<file path="src/rtl/creek_pause_ctrl_if.sv">
// rtl/creek_pause_ctrl_if.sv - run-control / issue handshake bundle for creek_pause_ctrl
//
// Purpose: groups the control-adapter signals and the instruction-issue
// handshake that creek_pause_ctrl sits between.
//
// Signals:
//   pause_n       adapter -> ctrl   0 requests a pause, 1 allows free-run
//   resume        adapter -> ctrl   single-cycle pulse, leaves WAIT
//   waiting       ctrl -> adapter   1 exactly while the core is halted and drained
//   instr_valid   issue -> ctrl     an instruction is presented
//   instr_halt    issue -> ctrl     presented instruction is a halt
//   instr_ready   ctrl -> issue     presented instruction is accepted this cycle
//   retire        issue -> ctrl     single-cycle pulse, one in-flight instruction done
//   inflight      ctrl -> observers issued-but-unretired count
//   underflow_err ctrl -> observers sticky retire-without-inflight flag
//
// Modports:
//   master  the adapter/issue side that drives requests
//   slave   the run-control block itself

interface creek_pause_ctrl_if #(
   parameter int CNT_WIDTH = 4
);
   logic                 pause_n;
   logic                 resume;
   logic                 waiting;
   logic                 instr_valid;
   logic                 instr_halt;
   logic                 instr_ready;
   logic                 retire;
   logic [CNT_WIDTH-1:0] inflight;
   logic                 underflow_err;

   modport master (
      output pause_n,
      output resume,
      output instr_valid,
      output instr_halt,
      output retire,
      input  waiting,
      input  instr_ready,
      input  inflight,
      input  underflow_err
   );

   modport slave (
      input  pause_n,
      input  resume,
      input  instr_valid,
      input  instr_halt,
      input  retire,
      output waiting,
      output instr_ready,
      output inflight,
      output underflow_err
   );
endinterface

</file>
<file path="src/rtl/creek_pause_ctrl.sv">
// rtl/creek_pause_ctrl.sv - run-control stage between the control adapter and instruction issue
//
// Purpose: gates instruction issue according to the adapter's pause_n level
// and resume pulse, counts issued-but-unretired instructions, and reports
// waiting only once the core has fully drained. Supports free-run, pause,
// single-step and a software halt instruction.
//
// Parameters:
//   MAX_INFLIGHT  issue stalls once this many instructions are in flight
//   CNT_WIDTH     width of the in-flight counter (2**CNT_WIDTH > MAX_INFLIGHT)
//
// Ports:
//   clk      system clock, rising edge
//   reset_n  asynchronous active-low reset
//   bus      creek_pause_ctrl_if.slave: pause_n, resume, instr_valid,
//            instr_halt, retire in; instr_ready (combinational), waiting,
//            inflight, underflow_err (registered) out

module creek_pause_ctrl #(
   parameter int MAX_INFLIGHT = 8,
   parameter int CNT_WIDTH    = 4
) (
   input  logic                    clk,
   input  logic                    reset_n,
   creek_pause_ctrl_if.slave       bus
);

   localparam logic [CNT_WIDTH-1:0] MAX_CNT  = CNT_WIDTH'(MAX_INFLIGHT);
   localparam logic [CNT_WIDTH-1:0] CNT_ONE  = CNT_WIDTH'(1);
   localparam logic [CNT_WIDTH-1:0] CNT_ZERO = '0;

   typedef enum logic [1:0] {
      ST_RUN   = 2'd0,
      ST_DRAIN = 2'd1,
      ST_WAIT  = 2'd2,
      ST_STEP  = 2'd3
   } state_t;

   state_t               state_q;
   state_t               state_nxt;
   logic [CNT_WIDTH-1:0] inflight_q;
   logic                 waiting_q;
   logic                 underflow_q;

   logic                 below_max;
   logic                 instr_ready;
   logic                 accept;
   logic                 issue;
   logic                 halt_take;

   assign below_max = (inflight_q < MAX_CNT);

   // Ready depends only on registered state and pause_n, never on
   // instr_valid, so the accept path below has no combinational loop.
   always_comb begin
      instr_ready = 1'b0;
      case (state_q)
         ST_RUN:   instr_ready = bus.pause_n && below_max;
         ST_STEP:  instr_ready = below_max;
         default:  instr_ready = 1'b0;
      endcase
      // The async reset already forces WAIT; this just keeps ready low
      // for the whole reset window regardless of state-register timing.
      if (!reset_n) begin
         instr_ready = 1'b0;
      end
   end

   assign accept    = bus.instr_valid && instr_ready;
   assign issue     = accept && !bus.instr_halt;
   assign halt_take = accept && bus.instr_halt;

   // Next-state logic.
   always_comb begin
      state_nxt = state_q;
      case (state_q)
         ST_RUN: begin
            // A halt and a pause both lead to DRAIN; resume has no effect here.
            if (halt_take || !bus.pause_n) begin
               state_nxt = ST_DRAIN;
            end
         end
         ST_DRAIN: begin
            // Only the registered count matters: a retire this cycle is
            // still in flight, so WAIT is reached one edge after it lands.
            if (inflight_q == CNT_ZERO) begin
               state_nxt = ST_WAIT;
            end
         end
         ST_WAIT: begin
            if (bus.resume) begin
               state_nxt = bus.pause_n ? ST_RUN : ST_STEP;
            end
         end
         ST_STEP: begin
            // One instruction (normal or halt) per step.
            if (accept) begin
               state_nxt = ST_DRAIN;
            end
         end
         default: state_nxt = ST_WAIT;
      endcase
   end

   // State register. waiting is loaded from the next state so it is high
   // in exactly the cycles the state register holds WAIT.
   always_ff @(posedge clk or negedge reset_n) begin
      if (!reset_n) begin
         state_q   <= ST_WAIT;
         waiting_q <= 1'b1;
      end else begin
         state_q   <= state_nxt;
         waiting_q <= (state_nxt == ST_WAIT);
      end
   end

   // In-flight accounting. Issue and retire together cancel out, including
   // at zero, where that pair is legal and does not count as an underflow.
   always_ff @(posedge clk or negedge reset_n) begin
      if (!reset_n) begin
         inflight_q  <= CNT_ZERO;
         underflow_q <= 1'b0;
      end else begin
         if (issue && !bus.retire) begin
            inflight_q <= inflight_q + CNT_ONE;
         end else if (!issue && bus.retire) begin
            if (inflight_q == CNT_ZERO) begin
               underflow_q <= 1'b1;
            end else begin
               inflight_q <= inflight_q - CNT_ONE;
            end
         end
      end
   end

   assign bus.instr_ready   = instr_ready;
   assign bus.waiting       = waiting_q;
   assign bus.inflight      = inflight_q;
   assign bus.underflow_err = underflow_q;

endmodule

</file>
<file path="src/flat_wrapper.sv">
// flat-port wrapper written by rule: the top's interface ports become plain ports
module creek_pause_ctrl_flat 
#(
   parameter int MAX_INFLIGHT = 8,
   parameter int CNT_WIDTH    = 4
)
  (clk, reset_n, bus_pause_n, bus_resume, bus_instr_valid, bus_instr_halt, bus_retire, bus_waiting, bus_instr_ready, bus_inflight, bus_underflow_err);
  creek_pause_ctrl_if #(.CNT_WIDTH(CNT_WIDTH)) bus_i ();
  input  logic clk;
  input  logic reset_n;
  input wire logic [$bits(bus_i.pause_n)-1:0] bus_pause_n;
  input wire logic [$bits(bus_i.resume)-1:0] bus_resume;
  input wire logic [$bits(bus_i.instr_valid)-1:0] bus_instr_valid;
  input wire logic [$bits(bus_i.instr_halt)-1:0] bus_instr_halt;
  input wire logic [$bits(bus_i.retire)-1:0] bus_retire;
  output wire logic [$bits(bus_i.waiting)-1:0] bus_waiting;
  output wire logic [$bits(bus_i.instr_ready)-1:0] bus_instr_ready;
  output wire logic [$bits(bus_i.inflight)-1:0] bus_inflight;
  output wire logic [$bits(bus_i.underflow_err)-1:0] bus_underflow_err;
  assign bus_i.pause_n = bus_pause_n;
  assign bus_i.resume = bus_resume;
  assign bus_i.instr_valid = bus_instr_valid;
  assign bus_i.instr_halt = bus_instr_halt;
  assign bus_i.retire = bus_retire;
  assign bus_waiting = bus_i.waiting;
  assign bus_instr_ready = bus_i.instr_ready;
  assign bus_inflight = bus_i.inflight;
  assign bus_underflow_err = bus_i.underflow_err;
  creek_pause_ctrl #(.MAX_INFLIGHT(MAX_INFLIGHT), .CNT_WIDTH(CNT_WIDTH)) u_core (.clk(clk), .reset_n(reset_n), .bus(bus_i));
endmodule
</file>
<file path="config.mk">
export PLATFORM = sky130hd
export DESIGN_NAME = creek_pause_ctrl_flat
export DESIGN_NICKNAME = d
export VERILOG_FILES = /design/src/rtl/creek_pause_ctrl_if.sv /design/src/rtl/creek_pause_ctrl.sv /design/src/flat_wrapper.sv
export SDC_FILE = /design/constraint.sdc
export NUM_CORES = 1
export LEC_CHECK = 0
export BUFFER_PORTS_ARGS = -buffer_cell sky130_fd_sc_hd__buf_2
export CORE_UTILIZATION = 45
export CTS_CLUSTER_DIAMETER = 30
export DETAILED_ROUTE_END_ITERATION = 16
export GPL_TIMING_DRIVEN = 0
export MAX_ROUTING_LAYER = met4
export PLACE_DENSITY_LB_ADDON = 0.12
export SKIP_LAST_GASP = 1
export SYNTH_ARGS = -nofsm -noshare
export SYNTH_HDL_FRONTEND = slang
export SYNTH_SLANG_ARGS = --single-unit
</file>
<file path="constraint.sdc">
create_clock -name clk -period 3.15 [get_ports clk]
set_input_delay 0.63 -clock clk [delete_from_list [all_inputs] [get_ports clk]]
set_output_delay 0.63 -clock clk [all_outputs]
set_load 0.02 [all_outputs]
</file>
## Word-level counts from Yosys, hierarchy flattened

Index checks and enable logic that the tools add are counted.

- Flip-flop bits (word level): 8
- Bits in latches: 0
- Bits in writable memories: 0
- ROM bits: 0
- Bits of input ports: 7
- Output and inout port bits: 7
- Memories kept: 0

- Add/sub/neg operators: 2
- Multipliers: 0
- Div/mod/pow operators: 0
- $lt $le $gt $ge: 1
- Eq/ne operators: 5
- Shift-type cells: 0
- Mux-type cells: 11
- Bitwise logic cells: 1
- Reduce and logical (&&, ||, !) cells: 16

Operators by type and width:

| cell | count |
|---|---|
| $mux 4 | 3 |
| $mux 2 | 5 |
| $pmux 2 s4 | 1 |
| $eq 2x2->1 const B | 3 |
| $logic_and 1x1->1 | 6 |
| $add 4x1->4 const B | 1 |
| $logic_not 1->1 | 4 |
| $logic_not 4->1 | 1 |
| $lt 4x4->1 const B | 1 |
| $sub 4x1->4 const B | 1 |
| $reduce_and 3->1 | 1 |
| $eq 2x1->1 const B | 1 |
| $logic_not 2->1 | 1 |
| $ne 2x2->1 const B | 1 |
| $pmux 1 s2 | 1 |
| $reduce_and 2->1 | 1 |
| $reduce_bool 2->1 | 1 |
| $logic_or 1x1->1 | 1 |
| $mux 1 | 1 |
| $not 1->1 | 1 |

## Logic depth before layout (Yosys ltp)

- Depth after elaboration: 10
- Gate-level depth with buffers: 12

## Worst setup path after synthesis

Ideal clock, no wire load.

- Kind: register to register
- Start point: reg u_core.state_q[1]
- End point: reg u_core.inflight_q[3], in the netlist u_core.bus.inflight[3]
- Arrival: 2677 ps
- Data required time: 3016 ps
- Path slack: 339 ps
- Stages on the path, launching flop included: 13
- Cell sequence: dfstp_2 > inv_1 > ha_1 > nand4bb_1 > or3_1 > inv_2 > ha_1 > inv_1 > ha_1 > a21o_1 > a21oi_1 > mux2i_1 > xnor2_1

- Word-level cells in the longest chain between the ends: 9
- Elaborated cells between the ends (all ways): 13
- Those cells by class: 2 x eq/ne; 3 x mux; 8 x reduce/logical

Ends and longest elaborated chain:

| item | line | source |
|---|---|---|
| from (decl) | creek_pause_ctrl.sv:39 | `state_t state_q;` |
| from (signal assigned) | creek_pause_ctrl.sv:112 | `state_q <= state_nxt;` |
| $eq 2x2->1 or $logic_not 2->1 (tied branches) | creek_pause_ctrl.sv:57 | `case (state_q)` |
| $pmux 1 s2 (*) | creek_pause_ctrl.sv:57 |  |
| $mux 1 (*) | creek_pause_ctrl.sv:64 | `if (!reset_n) begin` |
| $logic_and 1x1->1 (*) | creek_pause_ctrl.sv:69 | `assign accept = bus.instr_valid && instr_ready;` |
| $logic_and 1x1->1 (*) | creek_pause_ctrl.sv:70 | `assign issue = accept && !bus.instr_halt;` |
| $logic_not 1->1 | creek_pause_ctrl.sv:126 | `end else if (!issue && bus.retire) begin` |
| $logic_and 1x1->1 | creek_pause_ctrl.sv:126 |  |
| $reduce_bool 2->1 (no source line) | -- |  |
| $reduce_and 2->1 (no source line) | -- |  |
| to (signal assigned) | creek_pause_ctrl.sv:125 | `inflight_q <= inflight_q + CNT_ONE;` |
| to (signal assigned) | creek_pause_ctrl.sv:130 | `inflight_q <= inflight_q - CNT_ONE;` |
| to (decl) | creek_pause_ctrl.sv:41 | `logic [CNT_WIDTH-1:0] inflight_q;` |

Every way passes the cells marked *; elsewhere a longest branch is shown, timed or not.
A chain may end at the register's enable or synchronous reset.

## Worst setup path in the final report

Same ends and word-level chain as after synthesis.

==> results.md <==
Global route:
- The aggregate global-route resource usage is 18.8%.
- The initial antenna violation count came to 0.
- For this run the aggregate overflow at the end of global routing stands at 0.
- The via count of the first global-routing pass is 468.
- The first global-routing pass estimated 1.80 mm of wire.
- Entering global routing, the biggest net connects 11 pins.

STA:
- After layout, the worst setup slack is 174 ps.
- The share of the cycle needed by the critical path after routing is 94.5%.
- After layout, the minimum clock period comes to 2980 ps.
- The highest clock frequency the design can meet is 0.336 GHz.
- Measured against its own limit, the worst slew margin works out to 75.5%.
- The number of pins exceeding their max-slew limit in the final report came to 0.
- For the final database, setup skew stands at 5.66 ps.
- The number of endpoints with negative hold slack in the final report is 0.
- Setup violations remaining at the end of the flow were counted as 0.
- For the pin with the worst max-slew slack, the measured transition is 365 ps.
- Final hold analysis gives a worst-case slack of 209 ps.

Floorplan:
- The initialized floorplan defines 13 standard-cell rows.
- The count of boundary I/O pins is 14.
- In this run the horizontal extent of the chip is 39.2 um.
- The overall die height is 39.2 um.
- The core area is 0.00128 sq mm.
- The overall die area is 0.00153 sq mm.
- For this configuration, the core starts out at a cell density of 48.4%.

CTS:
- The post-cts hold buffer count is 0.
- The deepest level of the CTS H-tree is 1.
- Clock tree synthesis inserted a total of 3 buffers.
- The clock latency at the later pin of the worst-skew pair is 260 ps.
- The number of clock sinks is 8.
- Clock-pin slew was measured on the worst setup and hold paths at 60 ps.
- The tree is rooted in a clkbuf_4.
- No sink is reached through more buffers than the 2 on the longest clock path.
- TritonCTS built the clock tree.

Worst setup path:
- The worst register-to-register path ends at u_core.bus.inflight[3]$_DFFE_PN0P_.
- The data arrival time of the critical path is 3160 ps.
- The kind of start point of the critical path is a flop.
- At the worst endpoint, the required time is 3330 ps.
- The startpoint identified for the worst register-to-register timing path is u_core.state_q[1]$_DFF_PN1_.
- The most critical setup path has its startpoint at u_core.state_q[1]$_DFF_PN1_.
- Setup slack on the worst reg-to-reg path comes out at 170 ps.
- The largest fanout on the critical path is 5.
- Counting cells, the worst reg-to-reg path comes to 12.
- The type of element capturing the critical path is a flop.
- The critical path class is flop to flop.

Logic synthesis:
- The gate count after technology mapping is 61.
- Sequential elements use 32.6% of the synthesized area.
- The number of nets in the synthesized netlist is 79.
- The top cell type by area accounts for 24.1% of the synthesized area.
- The area of the mapped netlist is 622 sq um.
- The number of synthesized register bits is 8.
- Yosys printed 0 warnings.
- In this run, distinct cell masters in the synthesized netlist total 29.
- After synthesis, the mean cell area works out to 10.2 sq um.
- In the post-synthesis netlist, the biggest area contributors are dfrtp_1 (24%), ha_1 (20%), dfstp_2 (8.5%).
- The biggest area consumer among synthesized cells is dfrtp_1.

Route:
- Across all layers, the routed design uses 496 vias.
- After detailed routing, the average wire length per cell comes to 11.9 um.
- The DRC violations left is 0.
- The violation count after the first detailed-route iteration is 5.
- The first detailed-routing pass ran for 4 iterations.
- The count of nets left with antenna violations once routing finished came out at 0.
- The total wire length is 1.13 mm.
- The number of vias per cell after detailed routing is 5.22.

Flow run:
- The number of violations of the max-capacitance limit is 0.

Power:
- The total leakage power is 0.364 nW.
- The power per cell area is 926 mW/mm^2.
- The design draws 0.693 mW.
- The worst supply voltage drop on vdd is 0.000361 V.

Min path:
- The worst hold path class is input pin to async pin.

Finish:
- The net total in the final layout is 99.
- The count of non-filler cells in the finished layout is 95.
- The end-of-flow core utilization is 58.2%.
- The number of diodes is 0.
- The multi-input gate area in the final layout is 400 sq um.
- The layout filler cell count is 118.
- The area growth from synthesis to layout is 20.3%.
- Cells with a size suffix above 1 make up 33.8% of the layout.
- The sequential cell area is 204 sq um.
- The top cell types in the final layout, fill and taps aside, are buf_2 (13), ha_1 (10), nand2_1 (7), dfrtp_1 (5).
- The most common cell after layout, fill and taps aside is buf_2.

Placement:
- Prior to clock tree synthesis, the placed netlist has a worst setup slack of 114 ps.
- Detailed placement finished with a half-perimeter wire length of 924 um.
- The congestion estimate from routability-driven global placement came to 0.706.
- In this run, placement finished with an instance count of 89.
- The number of buffers added on ports is 13.

Outcome:
- The run finished with clean final reports.
critical path, cell delays in order, from the launching register on:
cell	delay [ps]
dfstp_2	560
inv_1	80
ha_1	290
nand4bb_1	230
or3_1	420
inv_2	60
ha_1	150
inv_1	100
ha_1	290
a21o_1	170
a21oi_1	170
mux2i_1	240
xnor2_1	130
worst max path at each step:
stage	end	cells past startpoint
3_5_place_dp	u_core.bus.inflight[3]$_DFFE_PN0P_	12
6_report	u_core.bus.inflight[3]$_DFFE_PN0P_	12
2_1_floorplan	u_core.bus.inflight[3]$_DFFE_PN0P_	12
3_3_place_gp	u_core.bus.inflight[3]$_DFFE_PN0P_	12
5_1_grt	u_core.bus.inflight[3]$_DFFE_PN0P_	12
4_1_cts	u_core.bus.inflight[3]$_DFFE_PN0P_	12
per-layer routing:
metal,vias up,global-route usage (%),part of all wire [%]
li1,249,-,-
met1,237,16.9,41
met2,8,35.0,55
met3,2,5.20,1.9
met4,0,10.3,1.5
met5,-,-,0
logic make-up after synthesis:
| family | count (synthesis) | synth area share (%) |
|---|---|---|
| AND/OR/NAND/NOR | 19 | 19.1 |
| AO/OA/AOI/OAI | 14 | 16.1 |
| adder cells (fa/ha/maj) | 11 | 23.3 |
| flip-flops | 8 | 32.6 |
| buffers and inverters | 5 | 3.02 |
| XOR/XNOR | 3 | 4.23 |
| multiplexers | 1 | 1.61 |
layout make-up:
type	instances	area share [%]
clock buffers	4	3.51
inverters	5	2.51
multi-input cells	48	53.5
flip-flops and latches	8	27.3
well taps	15	2.51
repair buffers	15	10.7
through the flow:
step	instance area [sq um]	setup TNS [ps]
detailed placement	706	0
global placement	706	0
floorplan	622	0
CTS	732	0
finish	748	0
global route	748	-12.2
registers in the layout, indices dropped and copies added, names as in the netlist:
signal and flops:
u_core.bus.inflight 4, u_core.bus.underflow_err 1, u_core.bus.waiting 1, u_core.state_q 2
report_power, final:
part	switching, mW	total (mW)	internal (mW)
registers	0.0735	0.231	0.158
logic	0.201	0.375	0.174
clock network	0.0381	0.0867	0.0487
total	0.312	0.693	0.381
timing repair:
action | in CTS | in global routing
setup endpoints to repair | 0 | 1
buffers inserted | 0 | 2
gates resized for setup | 0 | 1
cell usage after synthesis:
library cell / instances
ha_1: 10
nand2_1: 7
dfrtp_1: 6
a21oi_1: 4
inv_1: 4
nor2_1: 3
a21o_1: 2
dfstp_2: 2
o21ai_0: 2
xnor2_1: 2
a21oi_2: 1
a22oi_2: 1
a31o_1: 1
and2b_2: 1
and3b_1: 1
fa_1: 1
inv_2: 1
mux2i_1: 1
nand3_1: 1
nand4bb_1: 1
nor2b_1: 1
nor3_1: 1
nor4_4: 1
nor4b_1: 1
o211a_1: 1
o21a_2: 1
o22ai_1: 1
or3_1: 1
xor2_1: 1
Power figures use the tool's default switching activity.
